[src/rtl/fluorescence_pkg.sv]
// Shared constants, FSM state type and byte helper for the lock-in result UART link.
package fluorescence_pkg;

  localparam logic [7:0] SYNC_BYTE_0 = 8'hA5;
  localparam logic [7:0] SYNC_BYTE_1 = 8'h5A;

  localparam int FRAME_BYTES = 20;

  // Byte positions inside a frame.
  localparam logic [4:0] SEQ_BYTE        = 5'd2;
  localparam logic [4:0] FIRST_WORD_BYTE = 5'd3;
  localparam logic [4:0] CHECKSUM_BYTE   = 5'(FRAME_BYTES - 1);

  // Result word indices, in transmit order.
  localparam int RESULT_WORDS          = 4;
  localparam int WORD_IN_PHASE         = 0;
  localparam int WORD_QUADRATURE       = 1;
  localparam int WORD_IN_PHASE_COUNT   = 2;
  localparam int WORD_QUADRATURE_COUNT = 3;

  typedef enum logic [2:0] {
    IDLE      = 3'd0,
    LOAD      = 3'd1,
    SEND      = 3'd2,
    WAIT_BYTE = 3'd3,
    DONE      = 3'd4
  } state_t;

  // Big-endian byte pick: pos 0 is the most significant byte.
  function automatic logic [7:0] word_byte(input logic [31:0] word, input logic [1:0] pos);
    logic [7:0] b;
    case (pos)
      2'd0:    b = word[31:24];
      2'd1:    b = word[23:16];
      2'd2:    b = word[15:8];
      default: b = word[7:0];
    endcase
    return b;
  endfunction

endpackage

[src/rtl/lockin_result_uart_tx_if.sv]
// Result strobe/words from the lock-in counter plus UART link status and FSM debug state.
interface lockin_result_uart_tx_if;

  logic                      result_valid;
  logic [31:0]               in_phase_value;
  logic [31:0]               quadrature_value;
  logic [31:0]               in_phase_count;
  logic [31:0]               quadrature_count;
  logic                      uart_tx_pin;
  logic                      busy;
  logic [7:0]                frame_sequence;
  logic [7:0]                dropped_frames;
  fluorescence_pkg::state_t  state;

  modport master (
    output result_valid, in_phase_value, quadrature_value, in_phase_count, quadrature_count,
    input  uart_tx_pin, busy, frame_sequence, dropped_frames, state
  );

  modport slave (
    input  result_valid, in_phase_value, quadrature_value, in_phase_count, quadrature_count,
    output uart_tx_pin, busy, frame_sequence, dropped_frames, state
  );

endinterface

[src/rtl/uart_byte_tx.sv]
// 8N1 byte serializer: baud counter plus 10-bit shift register, LSB first, line idles high.
// Handshake: a byte is taken on any rising edge where byte_valid and byte_ready are both 1;
// byte_ready is also raised during the final stop-bit clock so a waiting byte starts exactly
// when the previous stop bit ends, giving back-to-back bytes with no idle gap.
module uart_byte_tx #(
  parameter int BAUD_DIVISOR = 434
) (
  input  logic       clk,
  input  logic       rst_n,
  input  logic       byte_valid,
  input  logic [7:0] byte_data,
  output logic       byte_ready,
  output logic       tx
);

  localparam int CW = (BAUD_DIVISOR > 1) ? $clog2(BAUD_DIVISOR) : 1;
  localparam logic [CW-1:0] BAUD_LAST = CW'(BAUD_DIVISOR - 1);

  logic          active;
  logic [CW-1:0] baud_cnt;
  logic [3:0]    bit_cnt;
  logic [9:0]    shift;
  logic          bit_end;
  logic          last_clk;
  logic          take;

  assign bit_end    = (baud_cnt == BAUD_LAST);
  assign last_clk   = active && bit_end && (bit_cnt == 4'd9);
  assign byte_ready = !active || last_clk;
  assign take       = byte_valid && byte_ready;
  assign tx         = shift[0];

  always_ff @(posedge clk or negedge rst_n) begin
    if (!rst_n) begin
      active   <= 1'b0;
      baud_cnt <= '0;
      bit_cnt  <= 4'd0;
      shift    <= '1;
    end else if (take) begin
      active   <= 1'b1;
      baud_cnt <= '0;
      bit_cnt  <= 4'd0;
      shift    <= {1'b1, byte_data, 1'b0};
    end else if (active) begin
      if (bit_end) begin
        baud_cnt <= '0;
        shift    <= {1'b1, shift[9:1]};
        if (bit_cnt == 4'd9) begin
          active  <= 1'b0;
          bit_cnt <= 4'd0;
        end else begin
          bit_cnt <= bit_cnt + 4'd1;
        end
      end else begin
        baud_cnt <= baud_cnt + CW'(1);
      end
    end
  end

endmodule

[src/rtl/lockin_result_uart_tx.sv]
// Snapshots lock-in I/Q results on a strobe and streams them as a 20-byte framed UART packet.
module lockin_result_uart_tx
  import fluorescence_pkg::*;
#(
  parameter int CLOCK_FREQUENCY = 50000000,
  parameter int BAUD_RATE       = 115200,
  parameter int BAUD_DIVISOR    = CLOCK_FREQUENCY / BAUD_RATE
) (
  input  logic                     clock_50_mhz,
  input  logic                     reset_n,
  lockin_result_uart_tx_if.slave   bus
);

  state_t      state;
  state_t      state_next;
  logic [31:0] words [RESULT_WORDS];
  logic [7:0]  seq_snap;
  logic [7:0]  checksum;
  logic [7:0]  frame_seq_q;
  logic [7:0]  dropped_q;
  logic [4:0]  byte_index;
  logic [4:0]  byte_sel;
  logic [3:0]  word_pos;
  logic [7:0]  tx_byte;
  logic        byte_valid;
  logic        byte_ready;
  logic        busy;
  logic        accept;
  logic        drop;
  logic        take;

  assign busy   = (state != IDLE);
  assign accept = bus.result_valid && !busy;
  assign drop   = bus.result_valid && busy;
  assign take   = byte_valid && byte_ready;

  // LOAD hands byte 0 to the idle serializer so its start bit begins one edge after accept;
  // WAIT_BYTE hands the next byte during the final stop-bit clock of the current one.
  always_comb begin
    state_next = state;
    byte_valid = 1'b0;
    byte_sel   = 5'd0;
    case (state)
      IDLE: begin
        if (bus.result_valid) state_next = LOAD;
      end
      LOAD: begin
        byte_valid = 1'b1;
        byte_sel   = 5'd0;
        if (byte_ready) state_next = SEND;
      end
      SEND: begin
        state_next = WAIT_BYTE;
      end
      WAIT_BYTE: begin
        if (byte_ready) begin
          if (byte_index < CHECKSUM_BYTE) begin
            byte_valid = 1'b1;
            byte_sel   = byte_index + 5'd1;
            state_next = SEND;
          end else begin
            state_next = DONE;
          end
        end
      end
      DONE: begin
        state_next = IDLE;
      end
      default: begin
        state_next = IDLE;
      end
    endcase
  end

  always_ff @(posedge clock_50_mhz or negedge reset_n) begin
    if (!reset_n) state <= IDLE;
    else          state <= state_next;
  end

  assign word_pos = 4'(byte_sel - FIRST_WORD_BYTE);

  always_comb begin
    tx_byte = 8'h00;
    if (byte_sel == 5'd0)               tx_byte = SYNC_BYTE_0;
    else if (byte_sel == 5'd1)          tx_byte = SYNC_BYTE_1;
    else if (byte_sel == SEQ_BYTE)      tx_byte = seq_snap;
    else if (byte_sel == CHECKSUM_BYTE) tx_byte = ~checksum + 8'd1;
    else                                tx_byte = word_byte(words[word_pos[3:2]], word_pos[1:0]);
  end

  always_ff @(posedge clock_50_mhz or negedge reset_n) begin
    if (!reset_n) begin
      for (int k = 0; k < RESULT_WORDS; k++) words[k] <= '0;
      seq_snap   <= 8'd0;
      checksum   <= 8'd0;
      byte_index <= 5'd0;
    end else if (accept) begin
      words[WORD_IN_PHASE]         <= bus.in_phase_value;
      words[WORD_QUADRATURE]       <= bus.quadrature_value;
      words[WORD_IN_PHASE_COUNT]   <= bus.in_phase_count;
      words[WORD_QUADRATURE_COUNT] <= bus.quadrature_count;
      seq_snap   <= frame_seq_q;
      checksum   <= 8'd0;
      byte_index <= 5'd0;
    end else if (take) begin
      byte_index <= byte_sel;
      // Running sum of the checksummed bytes, one byte per hand-off.
      if (byte_sel >= SEQ_BYTE && byte_sel < CHECKSUM_BYTE) checksum <= checksum + tx_byte;
    end
  end

  always_ff @(posedge clock_50_mhz or negedge reset_n) begin
    if (!reset_n) begin
      frame_seq_q <= 8'd0;
      dropped_q   <= 8'd0;
    end else begin
      if (state == DONE) frame_seq_q <= frame_seq_q + 8'd1;
      if (drop && dropped_q != 8'hFF) dropped_q <= dropped_q + 8'd1;
    end
  end

  uart_byte_tx #(
    .BAUD_DIVISOR (BAUD_DIVISOR)
  ) u_byte_tx (
    .clk        (clock_50_mhz),
    .rst_n      (reset_n),
    .byte_valid (byte_valid),
    .byte_data  (tx_byte),
    .byte_ready (byte_ready),
    .tx         (bus.uart_tx_pin)
  );

  assign bus.busy           = busy;
  assign bus.frame_sequence = frame_seq_q;
  assign bus.dropped_frames = dropped_q;
  assign bus.state          = state;

endmodule

[src/flat_wrapper.sv]
// flat-port wrapper written by rule: the top's interface ports become plain ports
module lockin_result_uart_tx_flat import fluorescence_pkg::*;
#(
  parameter int CLOCK_FREQUENCY = 50000000,
  parameter int BAUD_RATE       = 115200,
  parameter int BAUD_DIVISOR    = CLOCK_FREQUENCY / BAUD_RATE
)
  (clock_50_mhz, reset_n, bus_result_valid, bus_in_phase_value, bus_quadrature_value, bus_in_phase_count, bus_quadrature_count, bus_uart_tx_pin, bus_busy, bus_frame_sequence, bus_dropped_frames, bus_state);
  lockin_result_uart_tx_if bus_i ();
  input  logic clock_50_mhz;
  input  logic reset_n;
  input wire logic [$bits(bus_i.result_valid)-1:0] bus_result_valid;
  input wire logic [$bits(bus_i.in_phase_value)-1:0] bus_in_phase_value;
  input wire logic [$bits(bus_i.quadrature_value)-1:0] bus_quadrature_value;
  input wire logic [$bits(bus_i.in_phase_count)-1:0] bus_in_phase_count;
  input wire logic [$bits(bus_i.quadrature_count)-1:0] bus_quadrature_count;
  output wire logic [$bits(bus_i.uart_tx_pin)-1:0] bus_uart_tx_pin;
  output wire logic [$bits(bus_i.busy)-1:0] bus_busy;
  output wire logic [$bits(bus_i.frame_sequence)-1:0] bus_frame_sequence;
  output wire logic [$bits(bus_i.dropped_frames)-1:0] bus_dropped_frames;
  output wire logic [$bits(bus_i.state)-1:0] bus_state;
  assign bus_i.result_valid = bus_result_valid;
  assign bus_i.in_phase_value = bus_in_phase_value;
  assign bus_i.quadrature_value = bus_quadrature_value;
  assign bus_i.in_phase_count = bus_in_phase_count;
  assign bus_i.quadrature_count = bus_quadrature_count;
  assign bus_uart_tx_pin = bus_i.uart_tx_pin;
  assign bus_busy = bus_i.busy;
  assign bus_frame_sequence = bus_i.frame_sequence;
  assign bus_dropped_frames = bus_i.dropped_frames;
  assign bus_state = bus_i.state;
  lockin_result_uart_tx #(.CLOCK_FREQUENCY(CLOCK_FREQUENCY), .BAUD_RATE(BAUD_RATE), .BAUD_DIVISOR(BAUD_DIVISOR)) u_core (.clock_50_mhz(clock_50_mhz), .reset_n(reset_n), .bus(bus_i));
endmodule
[config.mk]
export PLATFORM = sky130hd
export DESIGN_NAME = lockin_result_uart_tx_flat
export DESIGN_NICKNAME = d
export VERILOG_FILES = /design/src/rtl/fluorescence_pkg.sv /design/src/rtl/lockin_result_uart_tx_if.sv /design/src/rtl/uart_byte_tx.sv /design/src/rtl/lockin_result_uart_tx.sv /design/src/flat_wrapper.sv
export SDC_FILE = /design/constraint.sdc
export NUM_CORES = 1
export LEC_CHECK = 0
export BUFFER_PORTS_ARGS = -buffer_cell sky130_fd_sc_hd__buf_2
export CAP_MARGIN = 10
export CORE_MARGIN = 10
export CORE_UTILIZATION = 54
export DETAILED_ROUTE_END_ITERATION = 16
export PLACE_DENSITY = 0.74
export SLEW_MARGIN = 5
export SYNTH_ARGS = -nofsm -noshare
export SYNTH_HDL_FRONTEND = slang
export SYNTH_HIERARCHICAL = 1
export SYNTH_SLANG_ARGS = --single-unit
[constraint.sdc]
create_clock -name clock_50_mhz -period 6.7 [get_ports clock_50_mhz]
set_input_delay 0.335 -clock clock_50_mhz [delete_from_list [all_inputs] [get_ports clock_50_mhz]]
set_output_delay 0.335 -clock clock_50_mhz [all_outputs]
set_load 0.01 [all_outputs]
=== Yosys cells after proc, flatten, opt, wreduce, memory -nomap -nowiden ===
Cells that the tools add are included.

* $add $sub $neg: 8
* Multipliers: 0
* Divide/modulo/power cells: 0
* Magnitude comparators: 4
* Eq/ne operators: 15
* Shift-type cells: 0
* Mux-type cells: 38
* Bitwise gates (word level): 2
* Reduce and logical (&&, ||, !) cells: 21

{| class="wikitable"
|+ Operators with widths
! cell !! number
|-
| binary-select mux 32 bit (select 2 bit) || 1
|-
| two-way mux 32 bit || 2
|-
| two-way mux 8 bit || 7
|-
| two-way mux 10 bit || 3
|-
| two-way mux 9 bit || 3
|-
| two-way mux 5 bit || 5
|-
| adder 8 x 1 -> 8 bit (second input constant) || 3
|-
| one-hot mux 8 bit (3 select lines) || 1
|-
| two-way mux 4 bit || 4
|-
| two-way mux 3 bit || 4
|-
| one-hot mux 3 bit (4 select lines) || 1
|-
| less-than comparator 5 bit (second input constant) || 2
|-
| adder 9 x 1 -> 9 bit (second input constant) || 1
|-
| == test 9 bit (second input constant) || 1
|-
| adder 8 bit || 1
|-
| inequality test 8 bit (second input constant) || 1
|-
| inverter 8 bit || 1
|-
| nonzero test 2 bit || 4
|-
| logical AND 1 bit || 7
|-
| == test 3 x 2 -> 1 bit (second input constant) || 2
|-
| two-way mux 1 bit || 6
|-
| adder 5 x 1 -> 5 bit (second input constant) || 1
|-
| == test 5 x 1 -> 1 bit (second input constant) || 1
|-
| == test 5 x 2 -> 1 bit (second input constant) || 1
|-
| 22 further kinds || 25
|}

* Register bits after elaboration: 192
* Latch bits: 0
* Memory bits (writable): 0
* Memory bits (read-only): 0
* Memories: 0

=== Depth between registers and ports, before layout ===
* Word-level depth: 20
* Gate-level depth with buffers: 28
* Depth with buffers taken out: 24

=== Modules after synthesis ===
The synthesis kept the hierarchy.

{| class="wikitable"
|+ By module, submodules not included
! module !! instances !! cells an instance !! area an instance (µm²) !! sequential area each (µm²)
|-
| lockin_result_uart_tx || 1 || 996 || 8446.9 || 4204.0
|-
| uart_byte_tx || 1 || 155 || 1492.7 || 586.8
|}

=== Worst setup path before layout ===
OpenSTA, ideal clock, no wires.

* Path kind: register to register
* From: reg u_core.u_byte_tx.baud_cnt[3]
* To: reg u_core.checksum[7]
* Library setup time: 126 ps
* Data arrival time: 5037 ps
* Path slack: 1537 ps
* Cell stages (with the launch flop): 27
* Cells stage by stage: dfrtp_1 -> nor3_1 -> nand4_1 -> o21ai_0 -> nand3_2 -> or2_1 -> buf_2 -> a21oi_4 -> and2_1 -> buf_6 -> buf_2 -> mux2i_1 -> mux2i_1 -> a211oi_1 -> o211ai_1 -> o2111ai_1 -> nand2_1 -> ha_1 -> a21o_1 -> a21oi_1 -> o21ai_0 -> o21ai_0 -> nand2b_1 -> a21oi_1 -> or4_1 -> o22ai_1 -> a221o_1

* Word-level cells in the longest chain between the ends: 20

{| class="wikitable"
|+ Ends and longest elaborated chain
! element !! line !! text
|-
| from (decl) || uart_byte_tx.sv:20 || <nowiki>logic [CW-1:0] baud_cnt;</nowiki>
|-
| from (signal assigned) || uart_byte_tx.sv:55 || <nowiki>baud_cnt <= baud_cnt + CW'(1);</nowiki>
|-
| == test 9 bit (*) || uart_byte_tx.sv:27 || <nowiki>assign bit_end = (baud_cnt == BAUD_LAST);</nowiki>
|-
| logical AND 1 bit (*) (2 in a row) || uart_byte_tx.sv:28 || <nowiki>assign last_clk = active && bit_end && (bit_cnt == 4'd9);</nowiki>
|-
| logical OR 1 bit (*) || uart_byte_tx.sv:29 || <nowiki>assign byte_ready = !active || last_clk;</nowiki>
|-
| via u_core.byte_ready || lockin_result_uart_tx.sv:26 || <nowiki>logic byte_ready;</nowiki>
|-
| two-way mux 5 bit (*) || lockin_result_uart_tx.sv:56 || <nowiki>if (byte_ready) begin</nowiki>
|-
| two-way mux 5 bit (*) || lockin_result_uart_tx.sv:43 || <nowiki>case (state)</nowiki>
|-
| subtractor 4 x 2 -> 4 bit || lockin_result_uart_tx.sv:80 || <nowiki>assign word_pos = 4'(byte_sel - FIRST_WORD_BYTE);</nowiki>
|-
| inverter 2 -> 3 bit (not written as such) || lockin_result_uart_tx.sv:88 || <nowiki>else tx_byte = word_byte(words[word_pos[3:2]], word_pos[1:0]);</nowiki>
|-
| (+5 left out) || - ||
|-
| two-way mux 8 bit || lockin_result_uart_tx.sv:86 || <nowiki>else if (byte_sel == SEQ_BYTE) tx_byte = seq_snap;</nowiki>
|-
| two-way mux 8 bit || lockin_result_uart_tx.sv:85 || <nowiki>else if (byte_sel == 5'd1) tx_byte = SYNC_BYTE_1;</nowiki>
|-
| two-way mux 8 bit (*) || lockin_result_uart_tx.sv:84 || <nowiki>if (byte_sel == 5'd0) tx_byte = SYNC_BYTE_0;</nowiki>
|-
| via u_core.tx_byte[1] || lockin_result_uart_tx.sv:24 || <nowiki>logic [7:0] tx_byte;</nowiki>
|-
| adder 8 bit (*) || lockin_result_uart_tx.sv:108 || <nowiki>if (byte_sel >= SEQ_BYTE && byte_sel < CHECKSUM_BYTE) checksum <= checksum + tx_byte;</nowiki>
|-
| two-way mux 8 bit (*) || lockin_result_uart_tx.sv:108 ||
|-
| two-way mux 8 bit (*) || lockin_result_uart_tx.sv:105 || <nowiki>end else if (take) begin</nowiki>
|-
| two-way mux 8 bit (*) || lockin_result_uart_tx.sv:97 || <nowiki>end else if (accept) begin</nowiki>
|-
| to (signal assigned) || lockin_result_uart_tx.sv:108 ||
|-
| to (decl) || lockin_result_uart_tx.sv:18 || <nowiki>logic [7:0] checksum;</nowiki>
|}

Mark *: on every way through the listed nets, which the timed path passes. The rest lies on a longest branch. The select of a mux whose other input is x is not followed.
A chain may end at the register's enable or synchronous reset.

=== Worst setup path after layout ===
* From: reg u_core.byte_index[1]
* To: reg u_core.checksum[7]

* Word-level cells in the longest chain between the ends: 18

{| class="wikitable"
|+ Ends and longest elaborated chain
! element !! line !! text
|-
| from (decl) || lockin_result_uart_tx.sv:21 || <nowiki>logic [4:0] byte_index;</nowiki>
|-
| from (signal assigned) || lockin_result_uart_tx.sv:106 || <nowiki>byte_index <= byte_sel;</nowiki>
|-
| adder 5 x 1 -> 5 bit / less-than comparator 5 bit (equally long branches) || lockin_result_uart_tx.sv:59, lockin_result_uart_tx.sv:57 ||
|-
| two-way mux 5 bit (*) || lockin_result_uart_tx.sv:57 || <nowiki>if (byte_index < CHECKSUM_BYTE) begin</nowiki>
|-
| two-way mux 5 bit (*) || lockin_result_uart_tx.sv:56 ||
|-
| two-way mux 5 bit (*) || lockin_result_uart_tx.sv:43 ||
|-
| subtractor 4 x 2 -> 4 bit || lockin_result_uart_tx.sv:80 ||
|-
| inverter 2 -> 3 bit (not written as such) || lockin_result_uart_tx.sv:88 ||
|-
| binary-select mux 32 bit (select 2 bit) || lockin_result_uart_tx.sv:88 ||
|-
| two-way mux 32 bit (not written as such) (2 in a row) || lockin_result_uart_tx.sv:88 ||
|-
| (+2 left out) || - ||
|-
| two-way mux 8 bit || lockin_result_uart_tx.sv:86 ||
|-
| two-way mux 8 bit || lockin_result_uart_tx.sv:85 ||
|-
| two-way mux 8 bit (*) || lockin_result_uart_tx.sv:84 ||
|-
| via u_core.tx_byte[1] || lockin_result_uart_tx.sv:24 ||
|-
| adder 8 bit (*) || lockin_result_uart_tx.sv:108 ||
|-
| two-way mux 8 bit (*) || lockin_result_uart_tx.sv:108 ||
|-
| two-way mux 8 bit (*) || lockin_result_uart_tx.sv:105 ||
|-
| two-way mux 8 bit (*) || lockin_result_uart_tx.sv:97 ||
|}

Marked as above.

==> results.json <==
{
  "drt_wl_total_um": 26900,
  "grt_max_degree": 116,
  "relSlewSlack": 0.281,
  "final_nets": 1414,
  "synth_area_leaders": "dfrtp_1, nand2_1, mux2i_1, dfstp_2, ha_1",
  "worstPathArrival_ps": 6210,
  "clock_sinks": 191,
  "synth-edff-count": 0,
  "worstSkewPairLatency_ps": 430,
  "placed_area_sq_um": 10800,
  "port_buffers": 151,
  "post_synth_mux_area_share": 0.0605,
  "wl_per_cell_um": 17.8,
  "syn_area_per_cell_sq_um": 8.64,
  "criticalPathCategory": "flop to flop",
  "maxCapViolations": 0,
  "place_ws_ps": 884,
  "finalWorstSetupSlack_ps": 791,
  "dp_cells": 1477,
  "syn_area_sq_um": 9940,
  "dieArea_sq_um": 24200,
  "grt_pass1_vias": 8209,
  "synth_top_family_by_area": "simple AND/OR/NAND/NOR gates",
  "die_y_um": 156,
  "synth_nets": 1298,
  "cts_buffer_depth": 2,
  "finish.utilization": 0.631,
  "ys_seq_elements": 191,
  "rows": 49,
  "yosys.area_share.simple": 0.269,
  "yosys.cell_types.count": 69,
  "htreeDepth": 4,
  "hold_viol_final": 0,
  "p_leak_nw": 5.85,
  "start_kind": "flop",
  "core_area_sq_um": 18000,
  "wl_met2_um": 12100,
  "rsz0062_at_grt": "no",
  "place_congestion": 0.990,
  "ir_drop_uv": 229,
  "cts_tree": "built",
  "hold_path.class": "input pin to asynchronous set/reset pin",
  "cp_max_fo": 16,
  "clock_skew_ps": 14.3,
  "worst_pin_slew_ps": 1070,
  "ctsHoldBuffers": 0,
  "ctsResizeCount": 0,
  "vias": 8458,
  "report.final.slew_viol_count": 0,
  "drtAntennaViolNets": 0,
  "drc": 0,
  "ioPinCount": 152,
  "routed.top_layer": "met4",
  "place_hpwl_um": 19500,
  "period_share": 0.882,
  "grt-ovfl-total": 0,
  "final_cells": 1509,
  "viasPerCell": 5.61,
  "yosys.area_share.xor_xnor": 0.0298,
  "fin_crit_ps": 5910,
  "cts-root-buf": "clkbuf_16",
  "fin_area_sq_um": 11400,
  "synth_cells": 1151,
  "die_width_um": 156,
  "area.growth.synth_to_final_pct": 14.4,
  "r2r_cells": 22,
  "layout-drive-gt1-share": 0.191,
  "setup_viol_count_final": 0,
  "p_total_mw": 3.51,
  "diodes": 0,
  "track_usage": 0.221,
  "ys_warn_count": 6,
  "tns_ps": 0,
  "wl_met1_um": 12000,
  "outcome": "finished clean",
  "clk_pin_slew_ps": 70,
  "mostFrequentLayoutCell": "nand2_1",
  "drt_iter0_markers": 713,
  "start_util": 0.551,
  "crit_required_ps": 7010,
  "synthFlopType": "dfrtp_1",
  "hold_ws_ps": 4.96,
  "drt_pass1_iterations": 5,
  "fmax_mhz": 169,
  "final_cell_mix": "nand2_1, dfrtp_1, buf_2",
  "synthAdderAreaFrac": 0.0209,
  "grt_pass1_wl_um": 43500,
  "power_per_cell_area_nw_per_um2": 309,
  "async_flop_share": 1.00,
  "route.met3.wl_um": 2170,
  "cts_made_buffers": 17,
  "critPathCaptureType": "flop",
  "cts_setup_buffers": 0,
  "synth_area_leader_cell": "dfrtp_1",
  "synth_top_area_frac": 0.458,
  "antenna_found_initial": 0,
  "synth_compound_area_frac": 0.101,
  "synth.yosys.seq_area_share": 0.482
}
Yosys cell counts (3+ instances only):
cell type and instances:
a211oi_1 12, a21o_1 6, a21oi_1 23, a221oi_1 5, a221oi_2 5, a2bb2oi_1 4, a31oi_1 15, and2_1 4
and3_1 18, buf_1 3, buf_2 8, buf_4 6, clkbuf_1 48, dfrtp_1 182, dfstp_2 9, ha_1 15
inv_1 11, mux2_2 3, mux2i_1 41, mux4_2 7, nand2_1 503, nand2b_1 13, nand3_1 17, nand3b_1 8
nand4_1 6, nor2_1 25, nor3_1 13, o2111ai_1 7, o211ai_1 5, o21ai_0 27, o22ai_1 7, o31ai_1 5
o32ai_1 4, or2_2 10, or3_1 3, xnor2_1 18, xor2_1 14
cells by family after synthesis:
kind of cell	after synthesis
mux	51
buf+inv	80
flops	191
simple gates	638
xor+xnor	33
fa+ha+maj	16
compound gates	142
critical path: stages, from the launching register on:
cell and delay (ps):
dfrtp_1 420, ha_1 490, inv_2 270, nor2_2 90, xnor2_1 820, and2_1 490, buf_4 310, nand2_1 70
and3_1 190, a211o_1 270, o211ai_1 90, o2111ai_1 140, nand2_1 190, ha_1 250, a21o_1 150, a21oi_1 210
o21ai_0 170, o21ai_0 290, nand2b_1 100, a21oi_1 260, or4_1 150, o22ai_1 70, a221o_1 290
where the power goes:
part | switching [mW] | total [mW] | internal, mW
clock network | 0.477 | 1.01 | 0.529
logic | 0.491 | 0.890 | 0.399
registers | 0.212 | 1.61 | 1.40
final timing paths:
kind,slack [ps],to,start
worst max-delay path,790,u_core/checksum[7],u_core/byte_index[1]
worst min-delay path,5,u_core/words[46],reset_n
worst max register to register,790,u_core/checksum[7],u_core/byte_index[1]
worst min register to register,470,u_core/words[110],u_core/words[110]
max in group asynchronous,5190,u_core/bus.dropped_frames[4],reset_n
min in group clock_50_mhz,90,u_core/words[39],bus_in_phase_count[7]
metal layers:
metal | GRT usage | up-vias
li1 | - | 4070
met1 | 0.312 | 4045
met2 | 0.330 | 307
met3 | 0.0568 | 36
met4 | 0.0628 | 0
met5 | 0 | -
registers in the layout, indices dropped and copies added (netlist names):
| register | flops |
|---|---|
| u_core/words | 128 |
| u_core/u_byte_tx/baud_cnt | 9 |
| u_core/u_byte_tx/shift | 9 |
| u_core/bus.dropped_frames | 8 |
| u_core/bus.frame_sequence | 8 |
| u_core/checksum | 8 |
| u_core/seq_snap | 8 |
| u_core/byte_index | 5 |
| u_core/u_byte_tx/bit_cnt | 4 |
| u_core/bus.state | 3 |
| u_core/u_byte_tx/active | 1 |
layout make-up:
type | instances | area, sq um
clock buffer | 18 | 429
clock inverter | 14 | 150
fill | 1574 | 6650
inverter | 12 | 45.0
multi-input combinational | 880 | 4800
sequential | 191 | 4790
tap | 229 | 287
timing repair buffer | 165 | 870
Note: power is estimated with default switching activity, not from simulation.
